==> src/rtl/cluster_clkgate_seq.sv <==
`default_nettype none
// ============================================================================
//  Module   : cluster_clkgate_seq
//  Purpose  : Sequences cluster clock-gate requests into safe clock enables.
//             Each core drains for IDLE_CYCLES idle cycles before its clock
//             is gated. A wake event or a dropped request reopens the clock,
//             and the core is reported running SETTLE_CYCLES cycles later.
//             SCM, interconnect, HW-accelerator and TCDM-port enables are
//             registered as well.
//  Optional : CLKGATE_SEQ_STATS_EN adds a saturating gated-cycle counter
//             (gated_cycles_o) with a synchronous clear (stats_clr_i).
//  Revision : 1.0 - initial release
// ============================================================================
module cluster_clkgate_seq #(
    parameter int NB_CORES      = 4,
    parameter int IDLE_CYCLES   = 8,
    parameter int SETTLE_CYCLES = 2
) (
    input  logic                clk_i,
    input  logic                rst_ni,
    input  logic                test_mode_i,
    input  logic                clkgate_sel_i,
    input  logic [NB_CORES-1:0] clkgate_core_i,
    input  logic [NB_CORES-1:0] clkgate_tcdm_i,
    input  logic                clkgate_scm_i,
    input  logic                clkgate_int_i,
    input  logic                clkgate_hwacc_i,
    input  logic [NB_CORES-1:0] core_busy_i,
    input  logic [NB_CORES-1:0] tcdm_pending_i,
    input  logic [NB_CORES-1:0] wake_i,
    output logic [NB_CORES-1:0] core_clk_en_o,
    output logic [NB_CORES-1:0] tcdm_clk_en_o,
    output logic                scm_clk_en_o,
    output logic                int_clk_en_o,
    output logic                hwacc_clk_en_o,
    output logic [NB_CORES-1:0] core_gated_o
`ifdef CLKGATE_SEQ_STATS_EN
    ,
    input  logic                stats_clr_i,
    output logic [31:0]         gated_cycles_o
`endif
);

    localparam int c_cnt_max = (IDLE_CYCLES > SETTLE_CYCLES) ? IDLE_CYCLES : SETTLE_CYCLES;
    localparam int c_cnt_w   = $clog2(c_cnt_max + 1);

    localparam logic [c_cnt_w-1:0] c_cnt_zero    = '0;
    localparam logic [c_cnt_w-1:0] c_cnt_one     = c_cnt_w'(1);
    localparam logic [c_cnt_w-1:0] c_idle_last   = c_cnt_w'(IDLE_CYCLES - 1);
    localparam logic [c_cnt_w-1:0] c_settle_last = c_cnt_w'(SETTLE_CYCLES - 1);

    localparam logic [1:0] c_st_run   = 2'd0;
    localparam logic [1:0] c_st_drain = 2'd1;
    localparam logic [1:0] c_st_gated = 2'd2;
    localparam logic [1:0] c_st_wake  = 2'd3;

    logic [NB_CORES-1:0] w_req;
    logic [NB_CORES-1:0] w_idle;
    logic [NB_CORES-1:0] w_gated_now;
    logic [NB_CORES-1:0] w_gated_nxt;
    logic [NB_CORES-1:0] w_not_run;

    logic [NB_CORES-1:0] r_tcdm_en;
    logic                r_int_en;
    logic                r_scm_en;
    logic                r_hwacc_en;

    assign w_req  = {NB_CORES{clkgate_sel_i}} & clkgate_core_i;
    assign w_idle = ~core_busy_i & ~tcdm_pending_i;

    generate
        for (genvar i = 0; i < NB_CORES; i++) begin : g_core
            logic [1:0]         r_state;
            logic [1:0]         w_state_nxt;
            logic [c_cnt_w-1:0] r_cnt;
            logic [c_cnt_w-1:0] w_cnt_nxt;

            // Next-state: drain, gate, wake and settle; wake beats request everywhere.
            always_comb begin
                w_state_nxt = r_state;
                w_cnt_nxt   = r_cnt;
                case (r_state)
                    c_st_run: begin
                        if (w_req[i] && !wake_i[i]) begin
                            w_state_nxt = c_st_drain;
                            w_cnt_nxt   = c_cnt_zero;
                        end
                    end
                    c_st_drain: begin
                        if (!w_req[i] || wake_i[i]) begin
                            w_state_nxt = c_st_run;
                            w_cnt_nxt   = c_cnt_zero;
                        end else if (!w_idle[i]) begin
                            w_cnt_nxt   = c_cnt_zero;
                        end else if (r_cnt == c_idle_last) begin
                            w_state_nxt = c_st_gated;
                            w_cnt_nxt   = c_cnt_zero;
                        end else begin
                            w_cnt_nxt   = r_cnt + c_cnt_one;
                        end
                    end
                    c_st_gated: begin
                        if (!w_req[i] || wake_i[i]) begin
                            w_state_nxt = c_st_wake;
                            w_cnt_nxt   = c_cnt_zero;
                        end
                    end
                    default: begin
                        // Settling after reopen: requests are ignored here.
                        if (r_cnt == c_settle_last) begin
                            w_state_nxt = c_st_run;
                            w_cnt_nxt   = c_cnt_zero;
                        end else begin
                            w_cnt_nxt   = r_cnt + c_cnt_one;
                        end
                    end
                endcase
            end

            // Per-core state and counter registers.
            always_ff @(posedge clk_i) begin
                if (!rst_ni) begin
                    r_state <= c_st_run;
                    r_cnt   <= c_cnt_zero;
                end else begin
                    r_state <= w_state_nxt;
                    r_cnt   <= w_cnt_nxt;
                end
            end

            assign w_gated_now[i] = (r_state == c_st_gated);
            assign w_gated_nxt[i] = (w_state_nxt == c_st_gated);
            assign w_not_run[i]   = (r_state != c_st_run);
        end
    endgenerate

    // Shared enables follow the next core state so that a core leaving GATED
    // reopens its TCDM port and the interconnect on the same edge.
    always_ff @(posedge clk_i) begin
        if (!rst_ni) begin
            r_tcdm_en  <= '1;
            r_int_en   <= 1'b1;
            r_scm_en   <= 1'b1;
            r_hwacc_en <= 1'b1;
        end else begin
            r_tcdm_en  <= ~({NB_CORES{clkgate_sel_i}} & clkgate_tcdm_i & w_gated_nxt);
            r_int_en   <= ~(clkgate_sel_i & clkgate_int_i & (&w_gated_nxt));
            r_scm_en   <= ~(clkgate_sel_i & clkgate_scm_i);
            r_hwacc_en <= ~(clkgate_sel_i & clkgate_hwacc_i);
        end
    end

    // Test mode overrides after the flops; the FSMs keep running underneath.
    assign core_clk_en_o  = ~w_gated_now | {NB_CORES{test_mode_i}};
    assign tcdm_clk_en_o  = r_tcdm_en    | {NB_CORES{test_mode_i}};
    assign int_clk_en_o   = r_int_en     | test_mode_i;
    assign scm_clk_en_o   = r_scm_en     | test_mode_i;
    assign hwacc_clk_en_o = r_hwacc_en   | test_mode_i;
    assign core_gated_o   = w_not_run;

`ifdef CLKGATE_SEQ_STATS_EN
    logic [31:0] r_gated_cycles;

    // Saturating count of cycles with any core clock gated; clear wins.
    always_ff @(posedge clk_i) begin
        if (!rst_ni) begin
            r_gated_cycles <= '0;
        end else if (stats_clr_i) begin
            r_gated_cycles <= '0;
        end else if ((|w_gated_now) && (r_gated_cycles != 32'hFFFF_FFFF)) begin
            r_gated_cycles <= r_gated_cycles + 32'd1;
        end
    end

    assign gated_cycles_o = r_gated_cycles;
`endif

endmodule
`default_nettype wire

==> config.mk <==
export PLATFORM = sky130hd
export DESIGN_NAME = cluster_clkgate_seq
export DESIGN_NICKNAME = d
export VERILOG_FILES = /design/src/rtl/cluster_clkgate_seq.sv
export SDC_FILE = /design/constraint.sdc
export NUM_CORES = 1
export LEC_CHECK = 0
export CAP_MARGIN = 20
export CELL_PAD_IN_SITES_DETAIL_PLACEMENT = 1
export CELL_PAD_IN_SITES_GLOBAL_PLACEMENT = 2
export CORE_ASPECT_RATIO = 1.2
export CORE_MARGIN = 3
export CORE_UTILIZATION = 30
export CTS_BUF_LIST = sky130_fd_sc_hd__clkbuf_4
export DETAILED_ROUTE_END_ITERATION = 7
export GPL_TIMING_DRIVEN = 0
export PLACE_DENSITY_LB_ADDON = 0.12
export SLEW_MARGIN = 20
export SYNTH_ARGS = -nofsm -noshare
export SYNTH_HDL_FRONTEND = slang
export SYNTH_SLANG_ARGS = --single-unit
==> constraint.sdc <==
create_clock -name clk_i -period 3.6 [get_ports clk_i]
set_input_delay 0.9 -clock clk_i [delete_from_list [all_inputs] [get_ports clk_i]]
set_output_delay 0.9 -clock clk_i [all_outputs]
set_load 0.005 [all_outputs]
Word level (Yosys, flattened, before mapping)
Cells that the tools add are included.
{ "op_classes": {"n_addsub": 4, "eq_ne": 28, "mux": 56, "bitwise": 20, "n_reduce_logical": 29} }
{ "op_table": {"columns": ["op", "count"], "rows": [
  ["$mux 4", 24],
  ["$mux 2", 24],
  ["$pmux 4 s3", 4],
  ["$pmux 2 s3", 4],
  ["$add 4x1->4 const B", 4],
  ["$and 4x4->4", 4],
  ["$eq 2x2->1 const B", 8],
  ["$eq 4x1->1 const B", 4],
  ["$eq 4x3->1 const B", 4],
  ["$not 4->4", 4],
  ["$eq 2x1->1 const B", 4],
  ["$logic_not 1->1", 8],
  ["$logic_not 2->1", 4],
  ["$ne 2x1->1 const B", 4],
  ["$ne 2x2->1 const B", 4],
  ["$or 4x4->4", 2],
  ["$reduce_and 2->1", 4],
  ["$reduce_bool 2->1", 4],
  ["$and 1x1->1", 4],
  ["$logic_and 1x1->1", 4],
  ["$logic_or 1x1->1", 4],
  ["$reduce_and 4->1", 1],
  ["$not 1->1", 3],
  ["$or 1x1->1", 3]
]} }
{ "word_totals": {"regBits": 31, "input_bits": 27, "word_cells": 149} }

Logic depth before layout (Yosys ltp)
{ "depth": {"word_depth": 9, "ltp_mapped": 6} }

Least setup slack after synthesis
No wires, ideal clock.
{ "synth_path": {"kind": "input to output", "startpoint": "input port test_mode_i", "endpoint": "output port int_clk_en_o", "arrival_time_ps": 1332, "required_ps": 2700, "slack_ps": 1368, "stages": 2, "path_buffers": 1, "cell_sequence": "clkbuf_1 -> or2_2"} }
{ "synth_via": {"elab_chain_len": 1} }
{ "synth_rtl": {"columns": ["element", "line", "rtl"], "rows": [
  ["from (decl)", "21", "input logic test_mode_i,"],
  ["$or 1x1->1", "156", "assign int_clk_en_o = r_int_en | test_mode_i;"],
  ["to (decl)", "34", "output logic int_clk_en_o,"]
]} }
No other way between the ends.

Worst setup path after layout
{ "layout_path": {"startpoint": "input port test_mode_i", "endpoint": "output port core_clk_en_o[2]"} }
{ "layout_via": {"elab_chain_len": 1} }
{ "layout_rtl": {"columns": ["element", "line", "rtl"], "rows": [
  ["$or 4x4->4", "154", "assign core_clk_en_o = ~w_gated_now | {NB_CORES{test_mode_i}};"],
  ["to (decl)", "31", "output logic [NB_CORES-1:0] core_clk_en_o,"]
]} }
No other way between the ends.

==> metrics.txt <==
# TYPE chip_impl_metric gauge
chip_impl_metric{name="ys_seq_elements",unit=""} 31
chip_impl_metric{name="synth_sequential_area_ratio",unit="%"} 32.52
chip_impl_metric{name="ant_nets",unit=""} 0
chip_impl_metric{name="final_layout_size_suffix_gt1_share",unit="%"} 11.76
chip_impl_metric{name="worst_r2r_path_depth",unit=""} 5
chip_impl_info{name="synthFlopType",value="sky130_fd_sc_hd__dfxtp_1"} 1
chip_impl_metric{name="cts.clk_slew.worst_paths",unit="ps"} 100
chip_impl_metric{name="finalSetupViolCount",unit=""} 0
chip_impl_metric{name="finalHoldViolations",unit=""} 0
chip_impl_metric{name="max_capacitance_violation_count",unit=""} 0
chip_impl_metric{name="floorplan.die.height",unit="um"} 93.36
chip_impl_metric{name="timing.clock.skew",unit="ps"} 9.771
chip_impl_metric{name="grt_util_all_layers",unit="%"} 14.30
chip_impl_info{name="critical-path-top-delay-family",value="buffers and inverters"} 1
chip_impl_metric{name="utilization",unit="%"} 40.54
chip_impl_metric{name="post-synth-top-area-fraction",unit="%"} 32.52
chip_impl_metric{name="leak_pwr",unit="nW"} 0.8565
chip_impl_metric{name="place_area",unit="mm2"} 0.002411
chip_impl_info{name="rsz0062_at_grt",value="no"} 1
chip_impl_metric{name="cp.buffers_inverters",unit=""} 3
chip_impl_metric{name="number_of_stages_on_the_worst_setup_path",unit=""} 4
chip_impl_info{name="synth_area_leaders",value="sky130_fd_sc_hd__dfxtp_1, sky130_fd_sc_hd__ha_1, sky130_fd_sc_hd__nand3b_1"} 1
chip_impl_metric{name="drt_wl_total",unit="mm"} 5.120
chip_impl_info{name="crit_type",value="in -> out"} 1
chip_impl_metric{name="min_tclk_post_route",unit="ps"} 3276
chip_impl_metric{name="clock.fmax",unit="MHz"} 305.2
chip_impl_metric{name="setup_slack_at_placement",unit="ps"} 277.1
chip_impl_info{name="clock-root-buffer",value="sky130_fd_sc_hd__clkbuf_4"} 1
chip_impl_metric{name="timing.setup.tns",unit="ps"} 0
chip_impl_metric{name="post_cts_setup_bufs",unit=""} 0
chip_impl_metric{name="num-fill-cells",unit=""} 749
chip_impl_metric{name="cts_max_path_buffers",unit=""} 2
chip_impl_metric{name="drv_slew",unit=""} 0
chip_impl_metric{name="postSynthCellCount",unit=""} 224
chip_impl_metric{name="fp.dieArea",unit="mm2"} 0.007357
chip_impl_info{name="critical_path.cell_chain",value="clkdlybuf4s50_1 -> clkbuf_1 -> nand2b_1 -> clkdlybuf4s50_1"} 1
chip_impl_metric{name="met1_length",unit="mm"} 2.349
chip_impl_metric{name="cts-htree-levels",unit=""} 2
chip_impl_info{name="timing.critical_path.mode_cell",value="sky130_fd_sc_hd__clkdlybuf4s50_1"} 1
chip_impl_info{name="yosys.cell_count.top_type",value="sky130_fd_sc_hd__dfxtp_1"} 1
chip_impl_metric{name="share_seq_of_total_power",unit="%"} 55.2
chip_impl_info{name="top_layer_used",value="met4"} 1
chip_impl_metric{name="cell_internal_pwr",unit="W"} 0.0004739
chip_impl_metric{name="dr.first_iter.drc_count",unit=""} 63
chip_impl_metric{name="portBuffers",unit=""} 40
chip_impl_metric{name="effective_utilization_at_floorplan",unit="%"} 31.33
chip_impl_metric{name="critPathMaxFanout",unit=""} 10
chip_impl_info{name="worstSetupStartpointType",value="input pin"} 1
chip_impl_metric{name="worst_slew_margin_rel",unit="%"} 46.53
chip_impl_metric{name="core_region_area",unit="mm2"} 0.006090
chip_impl_metric{name="ys_warn_count",unit=""} 0
chip_impl_metric{name="grt-ovfl-total",unit=""} 0
chip_impl_metric{name="clock-sinks",unit=""} 31
chip_impl_metric{name="first_global_vias",unit=""} 1828
chip_impl_metric{name="gpl.final_weighted_congestion",unit=""} 0.7784
chip_impl_metric{name="syn_std_cell_area",unit="mm2"} 0.001908
chip_impl_info{name="synth.cells.most_frequent",value="sky130_fd_sc_hd__dfxtp_1, sky130_fd_sc_hd__nand2_1, sky130_fd_sc_hd__nor2_1"} 1
chip_impl_metric{name="first_pass_grt_wire_length",unit="mm"} 8.438
chip_impl_metric{name="dr.pass1.iters",unit=""} 4
chip_impl_metric{name="route.vias.total",unit=""} 1796
chip_impl_metric{name="finalCritPeriodShare",unit="%"} 91.00
chip_impl_metric{name="worstMarginPinSlew",unit="ps"} 789.6
chip_impl_info{name="critical_path.slowest_cell",value="sky130_fd_sc_hd__clkdlybuf4s50_1"} 1
chip_impl_metric{name="avgViaCountPerCell",unit=""} 5.073
chip_impl_metric{name="final.setup.worst_slack",unit="ps"} 324.0
chip_impl_metric{name="pin_count",unit=""} 42
chip_impl_info{name="cts_tree",value="done"} 1
chip_impl_metric{name="number_of_antenna_diodes",unit=""} 0
chip_impl_metric{name="post-dp-hpwl",unit="mm"} 3.970
chip_impl_metric{name="synth.avg_cell_area",unit="um2"} 8.518
chip_impl_metric{name="total_length_of_routed_met3_wires",unit="um"} 226
chip_impl_metric{name="power.share.combinational",unit="%"} 10.3
chip_impl_metric{name="finalInstanceArea",unit="mm2"} 0.002469
chip_impl_metric{name="p_clk_share",unit="%"} 34.5
chip_impl_metric{name="grt_max_degree",unit=""} 11
chip_impl_metric{name="post_cts.resized_instances",unit=""} 0
chip_impl_info{name="critPathCaptureType",value="output pin"} 1
chip_impl_metric{name="switchingPower",unit="W"} 0.0001551
chip_impl_metric{name="remaining_drc_errors",unit=""} 0
chip_impl_metric{name="dr_wl_met2",unit="mm"} 2.485
chip_impl_metric{name="cts_hold_buf",unit=""} 0
chip_impl_metric{name="async_set_or_reset_flop_fraction_in_the_synthesized_netlist",unit="%"} 0
chip_impl_metric{name="cell_count_of_the_worst_hold_path",unit=""} 2
chip_impl_metric{name="power.switching_fraction",unit="%"} 24.66
chip_impl_metric{name="layout.nets",unit=""} 308
chip_impl_info{name="synth_area_leader_cell",value="sky130_fd_sc_hd__dfxtp_1"} 1
chip_impl_info{name="hold_path.class",value="reg -> reg"} 1
chip_impl_metric{name="grt_antenna_before_repair",unit=""} 0
chip_impl_info{name="status",value="complete, no violations"} 1
chip_impl_metric{name="routedWlPerCell",unit="um"} 14.46
chip_impl_metric{name="horizontal_die_dimension",unit="um"} 78.80
chip_impl_metric{name="power",unit="W"} 0.0006290
chip_impl_metric{name="fp-row-count",unit=""} 31
chip_impl_metric{name="timing.critical_path.slowest_cell_delay",unit="ps"} 510
chip_impl_metric{name="synthDistinctLibCells",unit=""} 55
chip_impl_metric{name="syn2layout_area_growth",unit="%"} 29.38
chip_impl_metric{name="peakVddDrop",unit="V"} 0.0001026
chip_impl_metric{name="cts_buffers",unit=""} 5
chip_impl_metric{name="power.density",unit="mW/mm2"} 254.8
chip_impl_metric{name="syn_nets",unit=""} 261
chip_impl_metric{name="required",unit="ps"} 2700
chip_impl_metric{name="synth_edf_count",unit=""} 0
chip_impl_metric{name="critical_path_arrival",unit="ps"} 2380
chip_impl_metric{name="clock_insertion_delay_worst_skew",unit="ps"} 340
## logic make-up (layout without fill, tap and decap cells)
group	count (synthesis)	count (layout)	synth area share (%)
and+or+nand+nor	117	117	36.00
adders and majority gates	10	10	6.557
buffers and inverters	15	63	3.016
muxes	1	1	0.5901
DFF	31	31	32.52
xor gates and xnor gates	3	3	1.377
AOI/OAI and AO/OA	47	47	19.94
## final cells by class
cell class / instances / area, um2 / share of cell area, %
multi-input combinational: 178 / 1230 / 49.82
sequential: 31 / 620.6 / 25.14
timing repair buffer: 40 / 400.4 / 16.22
tap: 82 / 102.6 / 4.156
clock buffer: 7 / 52.55 / 2.129
inverter: 10 / 37.54 / 1.521
buffer: 5 / 20.02 / 0.8109
clock inverter: 1 / 5.005 / 0.2027
## worst paths after layout
path / from / endpoint / slack (ps)
hold reg to reg: g_core[0].r_cnt[1] / g_core[0].r_cnt[1] / 520
setup / recovery: test_mode_i / core_clk_en_o[2] / 320
setup reg to reg: g_core[2].r_cnt[0] / r_int_en / 1630
hold / removal: g_core[0].r_cnt[1] / g_core[0].r_cnt[1] / 520
## worst min-delay path, stage by stage (launching register included)
cell	delay, ps
sky130_fd_sc_hd__dfxtp_1	360
sky130_fd_sc_hd__nand2_1	70
sky130_fd_sc_hd__a21oi_1	50
## power groups by stage
| stage | logic, W | registers, W | clock network, W |
|---|---|---|---|
| final | 0.0000647 | 0.000347 | 0.000217 |
| after global routing | 0.0000711 | 0.000348 | 0.000247 |
| after CTS | 0.0000663 | 0.000347 | 0.000232 |
| after detailed placement | 0.0000658 | 0.000355 | 0 |
| after global placement | 0.0000661 | 0.000355 | 0 |
| after floorplan | 0.0000246 | 0.000354 | 0 |
## through the flow
step	hold WS, ps	instances
3_3_place_gp	503.4	346
5_1_grt	560.6	354
6_report	520.9	354
4_1_cts	534.1	354
3_5_place_dp	517.3	346
2_1_floorplan	481.0	224
## cells in the final DEF, fill, tap and decap left out, types with 2 or more instances in the layout
cell type                         instances
sky130_fd_sc_hd__o22a_1                   2
sky130_fd_sc_hd__clkdlybuf4s50_1         40
sky130_fd_sc_hd__a311oi_1                 3
sky130_fd_sc_hd__o211ai_1                 3
sky130_fd_sc_hd__clkbuf_1                 4
sky130_fd_sc_hd__nand3_1                  7
sky130_fd_sc_hd__nor2_1                  19
sky130_fd_sc_hd__ha_1                    10
sky130_fd_sc_hd__nand2_1                 21
sky130_fd_sc_hd__nand2b_1                12
sky130_fd_sc_hd__nand4_1                  2
sky130_fd_sc_hd__o22ai_1                  2
sky130_fd_sc_hd__a21oi_1                 14
sky130_fd_sc_hd__o32ai_2                  2
sky130_fd_sc_hd__clkbuf_4                 7
sky130_fd_sc_hd__a31oi_1                  2
sky130_fd_sc_hd__nor3b_1                  3
sky130_fd_sc_hd__xor2_1                   2
sky130_fd_sc_hd__nand3b_1                11
sky130_fd_sc_hd__and3b_1                  4
sky130_fd_sc_hd__nor3_1                   4
sky130_fd_sc_hd__dfxtp_1                 31
sky130_fd_sc_hd__or2_2                   13
sky130_fd_sc_hd__nor2b_1                  7
sky130_fd_sc_hd__nand4b_1                 3
sky130_fd_sc_hd__a211oi_1                 3
sky130_fd_sc_hd__inv_1                   10
## flip-flops by register name, summed over array words and instances (netlist names)
register        cells
r_tcdm_en           4
r_scm_en            1
g_core.r_state      8
g_core.r_cnt       16
r_hwacc_en          1
r_int_en            1
## per-layer routing
metal | up-vias | global-route usage, %
met4 | 0 | 4.665
met1 | 849 | 17.02
met2 | 42 | 24.86
met3 | 5 | 3.661
met5 | - | 0
li1 | 900 | -
(Power assumes the default switching activity.)
